## config.mk

```make
export PLATFORM = sky130hd
export DESIGN_NAME = hit_detector_2d
export DESIGN_NICKNAME = d
export VERILOG_FILES = /design/src/rtl/hit_detector_2d_pkg.sv /design/src/rtl/raster_position.sv /design/src/rtl/hit_detector_2d.sv
export SDC_FILE = /design/constraint.sdc
export NUM_CORES = 1
export LEC_CHECK = 0
export BUFFER_PORTS_ARGS = -buffer_cell sky130_fd_sc_hd__buf_2
export CAP_MARGIN = 20
export CORE_ASPECT_RATIO = 1.75
export CORE_MARGIN = 2
export CORE_UTILIZATION = 49
export CTS_BUF_LIST = sky130_fd_sc_hd__clkbuf_8
export DETAILED_ROUTE_END_ITERATION = 16
export PLACE_DENSITY = 0.65
export SYNTH_ARGS = -nofsm -noshare
export SYNTH_HDL_FRONTEND = slang
export SYNTH_SLANG_ARGS = --single-unit
```

## constraint.sdc

```tcl
create_clock -name i_Clk -period 5 [get_ports i_Clk]
set_input_delay 0.25 -clock i_Clk [delete_from_list [all_inputs] [get_ports i_Clk]]
set_output_delay 0.25 -clock i_Clk [all_outputs]
set_load 0.05 [all_outputs]
```

## src/rtl/hit_detector_2d_pkg.sv

```systemverilog
// Shared constants and types for the ball collision block and the raster helpers.
// Visible-area constants double as parameter defaults for the instantiating top.
package hit_detector_2d_pkg;

  localparam int H_VISIBLE_AREA = 640;
  localparam int V_VISIBLE_AREA = 480;
  localparam int HIT_COUNT_W    = 8;

  typedef enum logic {
    DIR_LEFT  = 1'b0,
    DIR_RIGHT = 1'b1
  } x_dir_e;

  typedef enum logic {
    DIR_UP   = 1'b0,
    DIR_DOWN = 1'b1
  } y_dir_e;

  typedef struct packed {
    logic hit_l;
    logic hit_r;
    logic hit_t;
    logic hit_b;
    logic pad_l;
    logic pad_r;
  } contact_t;

  // Even paddle indices guard the left edge (bounce to +X), odd ones the right edge.
  function automatic logic is_left_paddle(input int idx);
    return (idx % 2) == 0;
  endfunction

endpackage

```

## src/rtl/raster_position.sv

```systemverilog
// Visible-area raster coordinates rebuilt from the blanking strobes, plus the
// registered VBlank-entry detect used as the once-per-frame update strobe.
module raster_position
  import hit_detector_2d_pkg::*;
#(
  parameter int H_VISIBLE = H_VISIBLE_AREA,
  parameter int V_VISIBLE = V_VISIBLE_AREA,
  localparam int DX_W = $clog2(H_VISIBLE),
  localparam int DY_W = $clog2(V_VISIBLE)
) (
  input  logic            i_Clk,
  input  logic            i_Reset,
  input  logic            i_HBlank,
  input  logic            i_VBlank,
  output logic [DX_W-1:0] dx,
  output logic [DY_W-1:0] dy,
  output logic            o_FrameEnd
);

  localparam logic [DX_W-1:0] DX_MAX = DX_W'(H_VISIBLE - 1);
  localparam logic [DY_W-1:0] DY_MAX = DY_W'(V_VISIBLE - 1);

  logic hblank_q;
  logic vblank_q;

  // Previous-blank registers reset high so leaving reset inside blanking is not an edge.
  always_ff @(posedge i_Clk or posedge i_Reset) begin
    if (i_Reset) begin
      dx       <= '0;
      dy       <= '0;
      hblank_q <= 1'b1;
      vblank_q <= 1'b1;
    end else begin
      hblank_q <= i_HBlank;
      vblank_q <= i_VBlank;
      if (i_HBlank) begin
        dx <= '0;
      end else if (dx != DX_MAX) begin
        dx <= dx + 1'b1;
      end
      if (i_VBlank) begin
        dy <= '0;
      end else if (i_HBlank && !hblank_q && (dy != DY_MAX)) begin
        dy <= dy + 1'b1;
      end
    end
  end

  assign o_FrameEnd = i_VBlank & ~vblank_q;

endmodule

```

## src/rtl/hit_detector_2d.sv

```systemverilog
// Ball collision detector: accumulates edge/paddle contacts over the visible frame
// and flips direction once at VBlank entry. Define HIT_DETECTOR_COUNT_EN for o_HitCount.
module hit_detector_2d
  import hit_detector_2d_pkg::*;
#(
  parameter int H_VISIBLE   = H_VISIBLE_AREA,
  parameter int V_VISIBLE   = V_VISIBLE_AREA,
  parameter int NUM_PADDLES = 2
) (
  input  logic                   i_Clk,
  input  logic                   i_Reset,
  input  logic                   i_HBlank,
  input  logic                   i_VBlank,
  input  logic                   i_Ball,
  input  logic [NUM_PADDLES-1:0] i_Paddle,
  output logic                   o_XDir,
  output logic                   o_YDir,
  output logic                   o_Hit,
  output logic                   o_MissLeft,
  output logic                   o_MissRight
`ifdef HIT_DETECTOR_COUNT_EN
  ,
  output logic [HIT_COUNT_W-1:0] o_HitCount
`endif
);

  localparam int DX_W = $clog2(H_VISIBLE);
  localparam int DY_W = $clog2(V_VISIBLE);
  localparam logic [DX_W-1:0] DX_MAX = DX_W'(H_VISIBLE - 1);
  localparam logic [DY_W-1:0] DY_MAX = DY_W'(V_VISIBLE - 1);

  logic [DX_W-1:0] dx;
  logic [DY_W-1:0] dy;
  logic            frame_end;

  raster_position #(
    .H_VISIBLE(H_VISIBLE),
    .V_VISIBLE(V_VISIBLE)
  ) u_raster (
    .i_Clk     (i_Clk),
    .i_Reset   (i_Reset),
    .i_HBlank  (i_HBlank),
    .i_VBlank  (i_VBlank),
    .dx        (dx),
    .dy        (dy),
    .o_FrameEnd(frame_end)
  );

  x_dir_e   x_dir;
  y_dir_e   y_dir;
  contact_t flags;
  contact_t seen;
  logic     pad_left_px;
  logic     pad_right_px;
  logic     ball_visible;
  logic     bounce_l;
  logic     bounce_r;
  logic     bounce_t;
  logic     bounce_b;
  logic     next_hit;
  logic     next_miss_l;
  logic     next_miss_r;

  always_comb begin
    pad_left_px  = 1'b0;
    pad_right_px = 1'b0;
    for (int i = 0; i < NUM_PADDLES; i++) begin
      if (is_left_paddle(i)) begin
        pad_left_px = pad_left_px | i_Paddle[i];
      end else begin
        pad_right_px = pad_right_px | i_Paddle[i];
      end
    end
  end

  assign ball_visible = i_Ball & ~i_HBlank & ~i_VBlank;

  always_comb begin
    seen       = '0;
    seen.hit_l = ball_visible && (dx == '0);
    seen.hit_r = ball_visible && (dx == DX_MAX);
    seen.hit_t = ball_visible && (dy == '0);
    seen.hit_b = ball_visible && (dy == DY_MAX);
    seen.pad_l = ball_visible && pad_left_px;
    seen.pad_r = ball_visible && pad_right_px;
  end

  // Only contacts on the side the ball is heading toward can cause a bounce.
  assign bounce_l    = (x_dir == DIR_LEFT)  && (flags.hit_l || flags.pad_l);
  assign bounce_r    = (x_dir == DIR_RIGHT) && (flags.hit_r || flags.pad_r);
  assign bounce_t    = (y_dir == DIR_UP)    && flags.hit_t;
  assign bounce_b    = (y_dir == DIR_DOWN)  && flags.hit_b;
  assign next_hit    = ((x_dir == DIR_LEFT) && flags.pad_l) || ((x_dir == DIR_RIGHT) && flags.pad_r);
  assign next_miss_l = (x_dir == DIR_LEFT)  && flags.hit_l && !flags.pad_l;
  assign next_miss_r = (x_dir == DIR_RIGHT) && flags.hit_r && !flags.pad_r;

  always_ff @(posedge i_Clk or posedge i_Reset) begin
    if (i_Reset) begin
      flags       <= '0;
      x_dir       <= DIR_LEFT;
      y_dir       <= DIR_UP;
      o_Hit       <= 1'b0;
      o_MissLeft  <= 1'b0;
      o_MissRight <= 1'b0;
    end else if (frame_end) begin
      flags       <= '0;
      o_Hit       <= next_hit;
      o_MissLeft  <= next_miss_l;
      o_MissRight <= next_miss_r;
      if (bounce_l) begin
        x_dir <= DIR_RIGHT;
      end else if (bounce_r) begin
        x_dir <= DIR_LEFT;
      end
      if (bounce_t) begin
        y_dir <= DIR_DOWN;
      end else if (bounce_b) begin
        y_dir <= DIR_UP;
      end
    end else begin
      flags       <= flags | seen;
      o_Hit       <= 1'b0;
      o_MissLeft  <= 1'b0;
      o_MissRight <= 1'b0;
    end
  end

  assign o_XDir = x_dir;
  assign o_YDir = y_dir;

`ifdef HIT_DETECTOR_COUNT_EN
  // Rally counter moves on the same edge that registers the pulses; a miss clears it.
  always_ff @(posedge i_Clk or posedge i_Reset) begin
    if (i_Reset) begin
      o_HitCount <= '0;
    end else if (frame_end) begin
      if (next_miss_l || next_miss_r) begin
        o_HitCount <= '0;
      end else if (next_hit && (o_HitCount != '1)) begin
        o_HitCount <= o_HitCount + 1'b1;
      end
    end
  end
`endif

endmodule
```

==> Implementation_results.wiki, run 1 <==
{| class="wikitable"
! Metric !! Value
|-
| Critical register-to-register path startpoint || u_raster.dy[0]
|-
| CTS tree || done
|-
| Number of instances in the synthesized netlist || 150
|-
| Number of gates resized after CTS || 0
|-
| CP endpoint || u_raster.dy[7]
|-
| Number of buffers on the longest clock path || 2
|-
| Number of global-route vias before repair || 1190
|-
| Number of clock buffers inserted by TritonCTS || 5
|-
| Number of DRC violations after detailed-routing iteration 0 || 26
|-
| Synthesized flop and latch total || 32
|-
| Share of synthesized area spent on multiplexers || 2.57%
|-
| H-tree depth || 2
|-
| Crit start category || flop
|-
| Gate family responsible for the most delay along the worst path || simple AND/OR/NAND/NOR gates
|-
| Signal arrival time at the worst endpoint || 1.91 ns
|-
| Layout cell share with drive strength beyond 1 || 16.8%
|-
| Number of maximum-capacitance violations || 0
|-
| Worst path required time || 5.21 ns
|-
| Row count || 27
|-
| Area Growth Syn to Fin || 12.4%
|-
| Via density || 5.43
|-
| Clock transition at the register clock pins on the worst setup and hold paths after CTS || 0.06 ns
|-
| Critical path's largest stage delay || 0.51 ns
|-
| Most common cell after layout, fill and taps aside || dfrtp_1
|-
| Ranking of synthesized cells by area || dfrtp_1 (48%), nor2_1 (6.5%), xnor2_1 (3.9%), dfstp_2 (3.4%), ha_1 (3.2%)
|-
| Power share of the clock group || 35.4%
|-
| Total number of yosys warnings || 0
|-
| Cell internal power dissipation || 0.000391 W
|-
| Reg power frac || 52.1%
|-
| Routed length per instance || 14.4 microns
|-
| I/O pin total || 12
|-
| Net load switching power || 0.000161 W
|-
| Capture point of the worst reg-to-reg path || u_raster.dy[7]
|-
| Slew at the pin closest to its max-slew limit || 0.702 ns
|-
| Post-Syn Nets || 161
|-
| Number of pins exceeding their max-slew limit in the final report || 0
|-
| Final cycle utilization of the critical path || 34.0%
|-
| Final worst clock skew || 0.00576 ns
|-
| Area share of fa/ha/maj cells after synthesis || 3.22%
|-
| Mapped cell area || 1560 sq um
|-
| Overall die height || 78.6 microns
|-
| Syn Area/Cell || 10.4 sq um
|-
| Layout net count || 177
|-
| Half-perimeter wire length after placement || 2260 microns
|-
| Antenna fix cells || 0
|-
| Core footprint || 3070 sq um
|-
| Type of the most critical hold path || in2async
|-
| Number of input and output port buffers inserted || 11
|-
| Synth Area in Compound Gates || 10.5%
|-
| Starting density of the core || 50.6%
|-
| Sequential element share of the synthesized area || 51.6%
|-
| Remaining number of nets flagged by the antenna check after routing || 0
|-
| Cells traversed along the worst timing path || ha_1, nand4_2, o21ai_4, or4_1, a21oi_1
|-
| Simple-gate share of the synthesized area || 23.2%
|-
| Power Dens Cells || 316 nW/um^2
|-
| Largest net degree at the start of global routing || 33
|-
| Max Freq || 0.588 GHz
|-
| Total length of routed wires || 3030 microns
|-
| Number of hold-repair buffers added at the cts stage || 0
|-
| Critical Path Source || u_raster.dy[0]
|-
| Area occupied by registers || 803 sq um
|-
| Main combinational cell family by area after synthesis || simple AND/OR/NAND/NOR gates
|-
| DR DRC count || 0
|-
| Area share of the largest cell type after synthesis || 48.2%
|-
| Final hold violations || 0
|-
| Utilization after layout || 56.9%
|-
| Critical-path top delay cell || or4_1
|-
| Most area-hungry cell type in the Yosys netlist || dfrtp_1
|-
| Gr usage total || 20.4%
|-
| Last weighted congestion value of the routability-driven placer || 0.856
|-
| Die X-Extent || 46.6 microns
|-
| Final min period || 1.70 ns
|-
| Type of the setup path with the least slack || reg2reg
|-
| Leak || 0.815 nW
|-
| Final setup violation count || 0
|-
| Overall overflow remaining after global route || 0
|-
| Setup crit end kind || flop
|-
| Skew-Pair Late Insertion Delay || 0.29 ns
|-
| Number of antenna violations at the first check in global routing || 0
|-
| Netlist cell types || 36
|-
| Number of fill cells || 278
|-
| Run status || finished, final reports clean
|-
| Worst Reg-to-Reg Cells || 5
|-
| Reg2reg setup slack || 3.30 ns
|-
| Fraction of power consumed by combinational cells || 12.5%
|-
| Worst slew margin relative to its limit || 53.1%
|-
| Setup repair after global routing missed its margin || false
|-
| Share of the synthesized netlist area taken by xor and xnor gates || 6.19%
|-
| Multi-input combinational cell area || 712 sq um
|-
| Leading cell types in the layout, fill and taps excluded || dfrtp_1 (30), nor2_1 (27), buf_2 (11)
|-
| Number of buffers inserted by post-CTS setup repair || 0
|-
| Clock root buffer master || clkbuf_8
|-
| Count of clock tree sinks || 32
|-
| Sw Ratio || 29.2%
|-
| TNS Setup || 0 ns
|-
| Count of cell instances traversed by the critical path || 5
|-
| Critical path fanouts, max || 7
|-
| Full die area || 3660 sq um
|-
| Routed vias || 1140
|-
| Total buffers and inverters traversed by the critical path || 0
|-
| Number of optimization iterations in the first detailed-route pass || 4
|-
| Global-route wire length before repair || 5300 microns
|-
| Maximum VDD drop || 0.246 mV
|}
[tightest hold or removal path: cells and delay by family]
kind,cells,cell delay [ns]
buffers and inverters,3,0.49
[per-layer routing]
layer  share of wire [%]  up-vias  global-route usage [%]
met5                   0        -                       0
met4                 2.9        0                    10.3
met3                 2.3       10                    5.06
met2                  56       12                    33.3
met1                  38      561                    23.3
li1                    -      557                       -
[state kept, by name, summed over array words and instances, names as in the netlist]
signal	flops
u_raster.hblank_q	1
flags	6
u_raster.vblank_q	1
o_XDir	1
u_raster.dy	9
o_Hit	1
o_MissRight	1
u_raster.dx	10
o_MissLeft	1
o_YDir	1
[logic make-up after synthesis]
logic type	after synthesis
XOR/XNOR	11
buffers and inverters	11
flip-flops	32
AND/OR/NAND/NOR	63
adder cells (fa/ha/maj)	4
AO/OA/AOI/OAI	25
multiplexers	4
[synth_stat cells, drive strengths merged]
library cell and n:
or3 1, nor4 1, nor3 6, nand3 3, inv 8, nor2 27
or3b 1, and2b 1, a31oi 3, o21bai 1, mux2i 4, and3 4
o21ai 4, dfstp 2, ha 4, nand2b 2, nor2b 1, nor3b 1
xnor2 7, a21oi 9, nand4b 1, xor2 4, o31ai 4, clkbuf 3
nand3b 1, nand2 5, o211ai 3, dfrtp 30, and4b 1, a41oi 1
nand4 2, or4 2, nor4b 3
[worst min-delay path by stage]
stage	start	end	slack, ns	depth (start not counted)
2_1_floorplan	i_HBlank	u_raster.hblank_q	0.25	0
3_3_place_gp	i_Reset	u_raster.dy[0]	0.35	3
3_5_place_dp	i_Reset	u_raster.dy[0]	0.36	3
4_1_cts	i_Reset	u_raster.dy[4]	0.05	3
5_1_grt	i_Reset	u_raster.dy[0]	0.08	3
6_report	i_Reset	u_raster.dy[0]	0.03	3
[metrics by stage]
| step | cells | cell area (sq um) | total power (W) | hold WS, ns | setup WS, ns |
|---|---|---|---|---|---|
| final | 210 | 1750 | 0.000552 | 0.0295 | 3.30 |
| after CTS | 210 | 1750 | 0.000559 | 0.0454 | 3.29 |
| after global routing | 210 | 1750 | 0.000580 | 0.0820 | 3.18 |
| after detailed placement | 202 | 1660 | 0.000363 | 0.359 | 3.30 |
| after global placement | 202 | 1660 | 0.000359 | 0.346 | 3.38 |
| after floorplan | 150 | 1560 | 0.000342 | 0.254 | 3.43 |
[power by group through the flow]
stage / clock network, W / logic (W) / registers, W
floorplan: 0 / 0.0000310 / 0.000311
global route: 0.000214 / 0.0000762 / 0.000289
finish: 0.000195 / 0.0000692 / 0.000287
global placement: 0 / 0.0000686 / 0.000290
detailed placement: 0 / 0.0000704 / 0.000292
CTS: 0.000201 / 0.0000706 / 0.000287
[cell type report]
cell class | instances | share of cell area [%]
sequential | 32 | 45.9
multi-input combinational | 107 | 40.7
clock buffer | 5 | 3.93
timing repair buffer | 12 | 3.58
tap | 43 | 3.08
inverter | 8 | 1.72
clock inverter | 3 | 1.07
Power figures use the tool's default switching activity.
==> run 2: changes to the inputs <==
--- a/config.mk
+++ b/config.mk
@@ -5,6 +5,7 @@
 export SDC_FILE = /design/constraint.sdc
 export NUM_CORES = 1
 export LEC_CHECK = 0
+export ABC_AREA = 1
 export BUFFER_PORTS_ARGS = -buffer_cell sky130_fd_sc_hd__buf_2
 export CAP_MARGIN = 20
 export CORE_ASPECT_RATIO = 1.75
@@ -12,7 +13,7 @@
 export CORE_UTILIZATION = 49
 export CTS_BUF_LIST = sky130_fd_sc_hd__clkbuf_8
 export DETAILED_ROUTE_END_ITERATION = 16
-export PLACE_DENSITY = 0.65
+export PLACE_DENSITY = 0.67
 export SYNTH_ARGS = -nofsm -noshare
 export SYNTH_HDL_FRONTEND = slang
 export SYNTH_SLANG_ARGS = --single-unit
==> constraint.sdc (replaced) <==
create_clock -name i_Clk -period 1.4 [get_ports i_Clk]
set_input_delay 0.07 -clock i_Clk [delete_from_list [all_inputs] [get_ports i_Clk]]
set_output_delay 0.07 -clock i_Clk [all_outputs]
set_load 0.05 [all_outputs]
==> run 2 against run 1 <==
Synthesized area is 8.6% higher. Critical endpoint is now u_raster.dy[5]. Critical path type unchanged. Worst setup slack got worse by 3.2 ns. Clock skew is 0.0020 ns higher. Routed wire length up 19%.
==> Implementation_results.wiki, run 2 <==
{| class="wikitable"
! Metric !! Value
|-
| Crit path setup slack, layout || 0.0801 ns
|-
| Routed vias || 1523
|-
| Reg2reg setup slack || 0.08 ns
|-
| Gr usage total || 20.2%
|-
| Via density || 5.20
|-
| Run status || finished, final reports clean
|-
| Die X-Extent || 48.4 microns
|-
| H-tree depth || 2
|-
| Number of buffers on the longest clock path || 2
|-
| Total number of yosys warnings || 0
|-
| Overall die height || 81.7 microns
|-
| Final hold violations || 0
|-
| Final std cells w/o fill || 293
|-
| Cells traversed along the worst timing path || ha_2, nand2_2, nor2_4, a21oi_4, buf_4, nand3_1, nand2_1
|-
| I/O pin total || 12
|-
| Area share of the largest cell type after synthesis || 44.4%
|-
| Setup crit end kind || flop
|-
| Antenna fix cells || 0
|-
| Most frequently used flop master after synthesis || dfrtp_1
|-
| Most common cell after layout, fill and taps aside || nand2_1
|-
| Final setup violation count || 0
|-
| Clock root buffer master || clkbuf_8
|-
| Global-route wire length before repair || 5980 microns
|-
| Core footprint || 3330 sq um
|-
| Mapped cell area || 1690 sq um
|-
| Total length of routed wires || 3590 microns
|-
| Commonest cells in the netlist || nand2_1 (46), dfrtp_1 (30), nor2_1 (27)
|-
| Leading cell types in the layout, fill and taps excluded || nand2_1 (46), dfrtp_1 (30), inv_1 (27)
|-
| Syn Area/Cell || 7.90 sq um
|-
| Layout net count || 258
|-
| Number of global-route vias before repair || 1463
|-
| Critical register-to-register path startpoint || u_raster.dy[0]
|-
| Leak || 0.998 nW
|-
| Cell total after placement || 279
|-
| Gate family responsible for the most delay along the worst path || simple AND/OR/NAND/NOR gates
|-
| Worst path required time || 1.58 ns
|-
| Number of optimization iterations in the first detailed-route pass || 4
|-
| Most frequently used cell type in the post-synthesis netlist || nand2_1
|-
| Number of antenna violations at the first check in global routing || 0
|-
| Last weighted congestion value of the routability-driven placer || 0.857
|-
| Full die area || 3950 sq um
|-
| Critical path fanouts, max || 6
|-
| Number of instances in the synthesized netlist || 214
|-
| Leading registers by flop count || u_raster.dx: 10 flops, u_raster.dy: 9 flops, flags: 6 flops
|-
| Number of input and output port buffers inserted || 11
|-
| Starting density of the core || 50.8%
|-
| Row count || 28
|-
| Number of clock buffers inserted by TritonCTS || 5
|-
| Flip-flop count of the largest register after layout || 10
|-
| Number of maximum-capacitance violations || 0
|-
| Final min period || 1.32 ns
|-
| CTS tree || done
|-
| Worst Min Path Start || i_Paddle[1]
|-
| Type of the setup path with the least slack || reg2reg
|-
| Most area-hungry cell type in the Yosys netlist || dfrtp_1
|-
| Critical path's largest stage delay || 0.36 ns
|-
| Count of clock tree sinks || 32
|-
| Final cycle utilization of the critical path || 94.3%
|-
| Layout cell share with drive strength beyond 1 || 22.2%
|-
| Overall overflow remaining after global route || 0
|-
| DR DRC count || 0
|-
| Slew at the pin closest to its max-slew limit || 0.399 ns
|-
| Clock transition at the register clock pins on the worst setup and hold paths after CTS || 0.07 ns
|-
| Area Growth Syn to Fin || 22.4%
|-
| Post-Syn Nets || 225
|-
| Signal arrival time at the worst endpoint || 1.50 ns
|-
| Netlist cell types || 29
|-
| Skew-Pair Late Insertion Delay || 0.29 ns
|-
| Pre-CTS setup slack || 0.0438 ns
|-
| Sequential element share of the synthesized area || 47.5%
|-
| Number of DRC violations after detailed-routing iteration 0 || 18
|-
| Remaining number of nets flagged by the antenna check after routing || 0
|-
| Total buffers and inverters traversed by the critical path || 1
|-
| Critical-path top delay cell || dfrtp_1
|-
| Number of flops mapped to enable cells by yosys || 0
|-
| Type of the most critical hold path || in2reg
|-
| Number of pins exceeding their max-slew limit in the final report || 0
|-
| Critical Path Source || u_raster.dy[0]
|-
| Most flop-heavy register || u_raster.dx
|-
| Ranking of synthesized cells by area || dfrtp_1 (44%), nand2_1 (10%), nand3_1 (7.4%), nor2_1 (6.0%), inv_1 (5.8%)
|-
| Maximum VDD drop || 0.811 mV
|-
| Worst slew margin relative to its limit || 73.4%
|-
| Crit start category || flop
|-
| Synthesized flop and latch total || 32
|-
| Share of flip-flops with an asynchronous set or reset || 100%
|-
| Largest net degree at the start of global routing || 33
|-
| Power Dens Cells || 1080 nW/um^2
|-
| Final worst clock skew || 0.00776 ns
|-
| Routed length per instance || 12.3 microns
|-
| Half-perimeter wire length after placement || 2620 microns
|-
| Max Freq || 0.758 GHz
|-
| TNS Setup || 0 ns
|}
[run 2: metal layers]
layer,vias to the layer above,part of all wire [%],track usage (%)
met5,-,0,0
met2,25,56,39.2
met1,732,39,19.6
met4,0,3.3,11.7
met3,12,2.2,4.36
li1,754,-,-
[run 2: repair_timing]
| item | in CTS | in global routing |
|---|---|---|
| hold buffers | 3 | 0 |
| setup endpoints to repair | 0 | 11 |
| resized for setup | 0 | 8 |
| hold endpoints to repair | 32 | 0 |
| buffers inserted | 0 | 3 |
[run 2: final timing paths]
check / end / cells after the start
max: u_raster.dy[5] / 7
min: flags[0] / 3
max reg2reg: u_raster.dy[5] / 7
min reg2reg: o_MissRight / 1
max in group asynchronous: u_raster.hblank_q / 4
min in group asynchronous: flags[3] / 4
[run 2: through the flow]
step	hold slack (ns)	power [W]	util, %	instance area [sq um]
after detailed placement	0.189	0.00137	56.3	1870
after CTS	0.0131	0.00225	60.4	2010
after global routing	0.00479	0.00233	62.1	2070
final	0.0176	0.00223	62.1	2070
after global placement	0.172	0.00136	56.3	1870
after floorplan	0.0745	0.00127	-	1690
[run 2: area by class of cell]
cell class	count	area (sq um)
clock inverter	3	38.8
fill	303	1260
inverter	32	125
timing repair buffer	27	183
clock buffer	5	68.8
sequential	32	803
multi-input combinational	149	793
tap	45	56.3
[run 2: where the power goes]
part	internal [W]	total, W	switching, W
Combinational	0.000100	0.000348	0.000248
Clock	0.000520	0.000868	0.000348
Sequential	0.000983	0.00102	0.0000338
Total	0.00160	0.00223	0.000630
[run 2: worst reg2reg max path, delay by kind of cell, from the launching register on]
kind	cells	cell delay, ns
adders and majority gates	1	0.19
and+or+nand+nor	4	0.42
DFF	1	0.36
buffers and inverters	1	0.15
AOI/OAI and AO/OA	1	0.10
[run 2: cells by family after synthesis]
family / count (synthesis) / share of synthesized area, %
flip-flops: 32 / 47.5
XOR/XNOR: 2 / 1.04
buffers and inverters: 33 / 7.55
AO/OA/AOI/OAI: 23 / 7.62
adder cells (fa/ha/maj): 4 / 2.96
AND/OR/NAND/NOR: 120 / 33.3
==> run 3: changes to the inputs <==
--- a/config.mk
+++ b/config.mk
@@ -14,6 +14,7 @@
 export CTS_BUF_LIST = sky130_fd_sc_hd__clkbuf_8
 export DETAILED_ROUTE_END_ITERATION = 16
 export PLACE_DENSITY = 0.67
+export SETUP_SLACK_MARGIN = 0.3
 export SYNTH_ARGS = -nofsm -noshare
 export SYNTH_HDL_FRONTEND = slang
 export SYNTH_SLANG_ARGS = --single-unit
==> run 3 against run 2 <==
Critical path depth is 2 higher. Die area stayed put. Routed wire length is 16% higher. Via count is 1.9% higher. Global-route usage is 2.8 points higher. Sequential power hardly changed. Highest routed layer unchanged. Total power is 4.0% higher. Worst setup slack better by 0.0088 ns. Cell count is 1.4% higher.
==> Implementation_results.wiki, run 3 (synthesized netlist as in run 2, its figures left out) <==
{| class="wikitable"
! Metric !! Value
|-
| Number of input and output port buffers inserted || 11
|-
| Layout net count || 262
|-
| Setup repair after global routing missed its margin || true
|-
| Count of cell instances traversed by the critical path || 9
|-
| Clock root buffer master || clkbuf_8
|-
| Area Growth Syn to Fin || 37.9%
|-
| Cell repeated most along the worst path || nand2_2
|-
| Final cycle utilization of the critical path || 93.7%
|-
| Critical Path Source || u_raster.dy[0]
|-
| Gate family responsible for the most delay along the worst path || simple AND/OR/NAND/NOR gates
|-
| Skew-Pair Late Insertion Delay || 0.29 ns
|-
| Number of maximum-capacitance violations || 0
|-
| Cells traversed along the worst timing path || ha_4, nand2_4, nor2_4, nand2_2, nand2_2, nand2_4, clkinv_4, nand2_2, nand2_2
|-
| Remaining number of nets flagged by the antenna check after routing || 0
|-
| Last weighted congestion value of the routability-driven placer || 0.827
|-
| H-tree depth || 2
|-
| Routed vias || 1552
|-
| CP endpoint || u_raster.dy[2]
|-
| Number of global-route vias before repair || 1551
|-
| Final worst clock skew || 0.00574 ns
|-
| Routed length per instance || 14.0 microns
|-
| CTS tree || done
|-
| Final setup violation count || 0
|-
| Run status || finished, final reports clean
|-
| Most common cell after layout, fill and taps aside || nand2_1
|-
| TNS Setup || 0 ns
|-
| Worst Reg-to-Reg Cells || 9
|-
| Crit start category || flop
|-
| Setup crit end kind || flop
|-
| Clock transition at the register clock pins on the worst setup and hold paths after CTS || 0.07 ns
|-
| Gr usage total || 23.0%
|-
| Number of optimization iterations in the first detailed-route pass || 4
|-
| Number of antenna violations at the first check in global routing || 0
|-
| Leak || 1.07 nW
|-
| Number of buffers on the longest clock path || 2
|-
| Via density || 5.23
|-
| Row count || 28
|-
| Overall overflow remaining after global route || 0
|-
| Starting density of the core || 50.8%
|-
| Max Freq || 0.763 GHz
|-
| I/O pin total || 12
|-
| Critical path fanouts, max || 6
|-
| Final min period || 1.31 ns
|-
| Number of pins exceeding their max-slew limit in the final report || 0
|-
| Half-perimeter wire length after placement || 2780 microns
|-
| Flip-flop count of the largest register after layout || 10
|-
| Antenna fix cells || 0
|-
| Leading registers by flop count || u_raster.dx: 10 flops, u_raster.dy: 9 flops, flags: 6 flops
|-
| Critical-path top delay cell || dfrtp_1
|-
| Type of the most critical hold path || in2reg
|-
| Power Dens Cells || 996 nW/um^2
|-
| Leading cell types in the layout, fill and taps excluded || nand2_1 (35), dfrtp_1 (29), inv_1 (22), nor2_1 (22), nand3_1 (18)
|-
| Capture point of the worst reg-to-reg path || u_raster.dy[2]
|-
| Worst slew margin relative to its limit || 73.0%
|-
| Crit path setup slack, layout || 0.0889 ns
|-
| Full die area || 3950 sq um
|-
| Critical register-to-register path startpoint || u_raster.dy[0]
|-
| Critical path's largest stage delay || 0.42 ns
|-
| Number of clock buffers inserted by TritonCTS || 5
|-
| Layout cell share with drive strength beyond 1 || 36.9%
|-
| Worst path required time || 1.58 ns
|-
| Total length of routed wires || 4170 microns
|-
| Global-route wire length before repair || 6810 microns
|-
| Most flop-heavy register || u_raster.dx
|-
| Type of the setup path with the least slack || reg2reg
|-
| Overall die height || 81.7 microns
|-
| Core footprint || 3330 sq um
|-
| Die X-Extent || 48.4 microns
|-
| Signal arrival time at the worst endpoint || 1.49 ns
|-
| DR DRC count || 0
|-
| Maximum VDD drop || 0.801 mV
|-
| Number of DRC violations after detailed-routing iteration 0 || 39
|-
| Count of clock tree sinks || 32
|-
| Largest net degree at the start of global routing || 33
|-
| Reg2reg setup slack || 0.09 ns
|-
| Pre-CTS setup slack || 0.0128 ns
|-
| Final hold violations || 0
|-
| Total buffers and inverters traversed by the critical path || 1
|-
| Slew at the pin closest to its max-slew limit || 0.405 ns
|}
run 3: cell types whose count changed in the layout (fill, tap and decap cells not counted), moves of 3 or more:
| cell | delta |
|---|---|
| nand3_1 | -6 |
| inv_1 | -5 |
| nor2_4 | +4 |
| nand2_1 | -11 |
| inv_4 | +4 |
| ha_4 | +4 |
| ha_1 | -3 |
| nand2_2 | +9 |
| nor2_1 | -3 |
| nand3_2 | +4 |
run 3: worst min-delay path by stage:
stage           startpoint                 to  slack, ns  cells past startpoint
2_1_floorplan     i_HBlank  u_raster.hblank_q       0.07                      0
3_3_place_gp       i_Reset           flags[1]       0.17                      3
3_5_place_dp       i_Reset     u_raster.dy[1]       0.17                      3
4_1_cts           i_HBlank     u_raster.dx[2]      0.009                      2
5_1_grt        i_Paddle[0]           flags[1]       0.03                      3
6_report       i_Paddle[0]           flags[1]       0.02                      3
run 3: final cells by class:
type	count	area, sq um
inverter	32	140
tap	45	56.3
clock buffer	5	68.8
timing repair buffer	31	233
fill	281	997
multi-input combinational	149	986
sequential	32	805
clock inverter	3	42.5
run 3: per-stage QoR:
step	instance area, sq um	power [W]	hold slack (ns)	cells	utilization [%]
2_1_floorplan	1730	0.00128	0.0745	214	-
3_3_place_gp	1890	0.00137	0.175	276	56.8
3_5_place_dp	1890	0.00137	0.173	276	56.8
4_1_cts	2240	0.00232	0.00920	294	67.4
5_1_grt	2330	0.00241	0.0308	297	70.0
6_report	2330	0.00232	0.0240	297	70.0
run 3: tightest hold or removal path, cell delays in order:
cell and delay [ns]:
buf_2 0.09, nand2_1 0.05, a21oi_1 0.05
run 3: per-layer routing:
| metal | GRT usage (%) | up-vias | share of wire (%) | wire, microns |
|---|---|---|---|---|
| li1 | - | 766 | - | - |
| met1 | 22.3 | 736 | 37 | 1540 |
| met2 | 44.4 | 32 | 57 | 2370 |
| met5 | 0 | - | 0 | 0 |
| met3 | 4.55 | 18 | 2.7 | 112 |
| met4 | 14.3 | 0 | 3.6 | 151 |
run 3: timing repair:
| action | in CTS | in global routing |
|---|---|---|
| gates resized for setup | 35 | 18 |
| endpoints found under the hold margin | 32 | 0 |
| hold buffers | 3 | 0 |
| endpoints found under the setup margin | 23 | 24 |
| setup buffers | 7 | 3 |
| pin swaps | 25 | 18 |
run 3: where the power goes:
| group | internal [W] | total (W) | leakage [nW] | switching, W |
|---|---|---|---|---|
| Clock | 0.000526 | 0.000886 | 0.0541 | 0.000359 |
| Sequential | 0.000985 | 0.00102 | 0.427 | 0.0000391 |
| Combinational | 0.000134 | 0.000412 | 0.585 | 0.000279 |
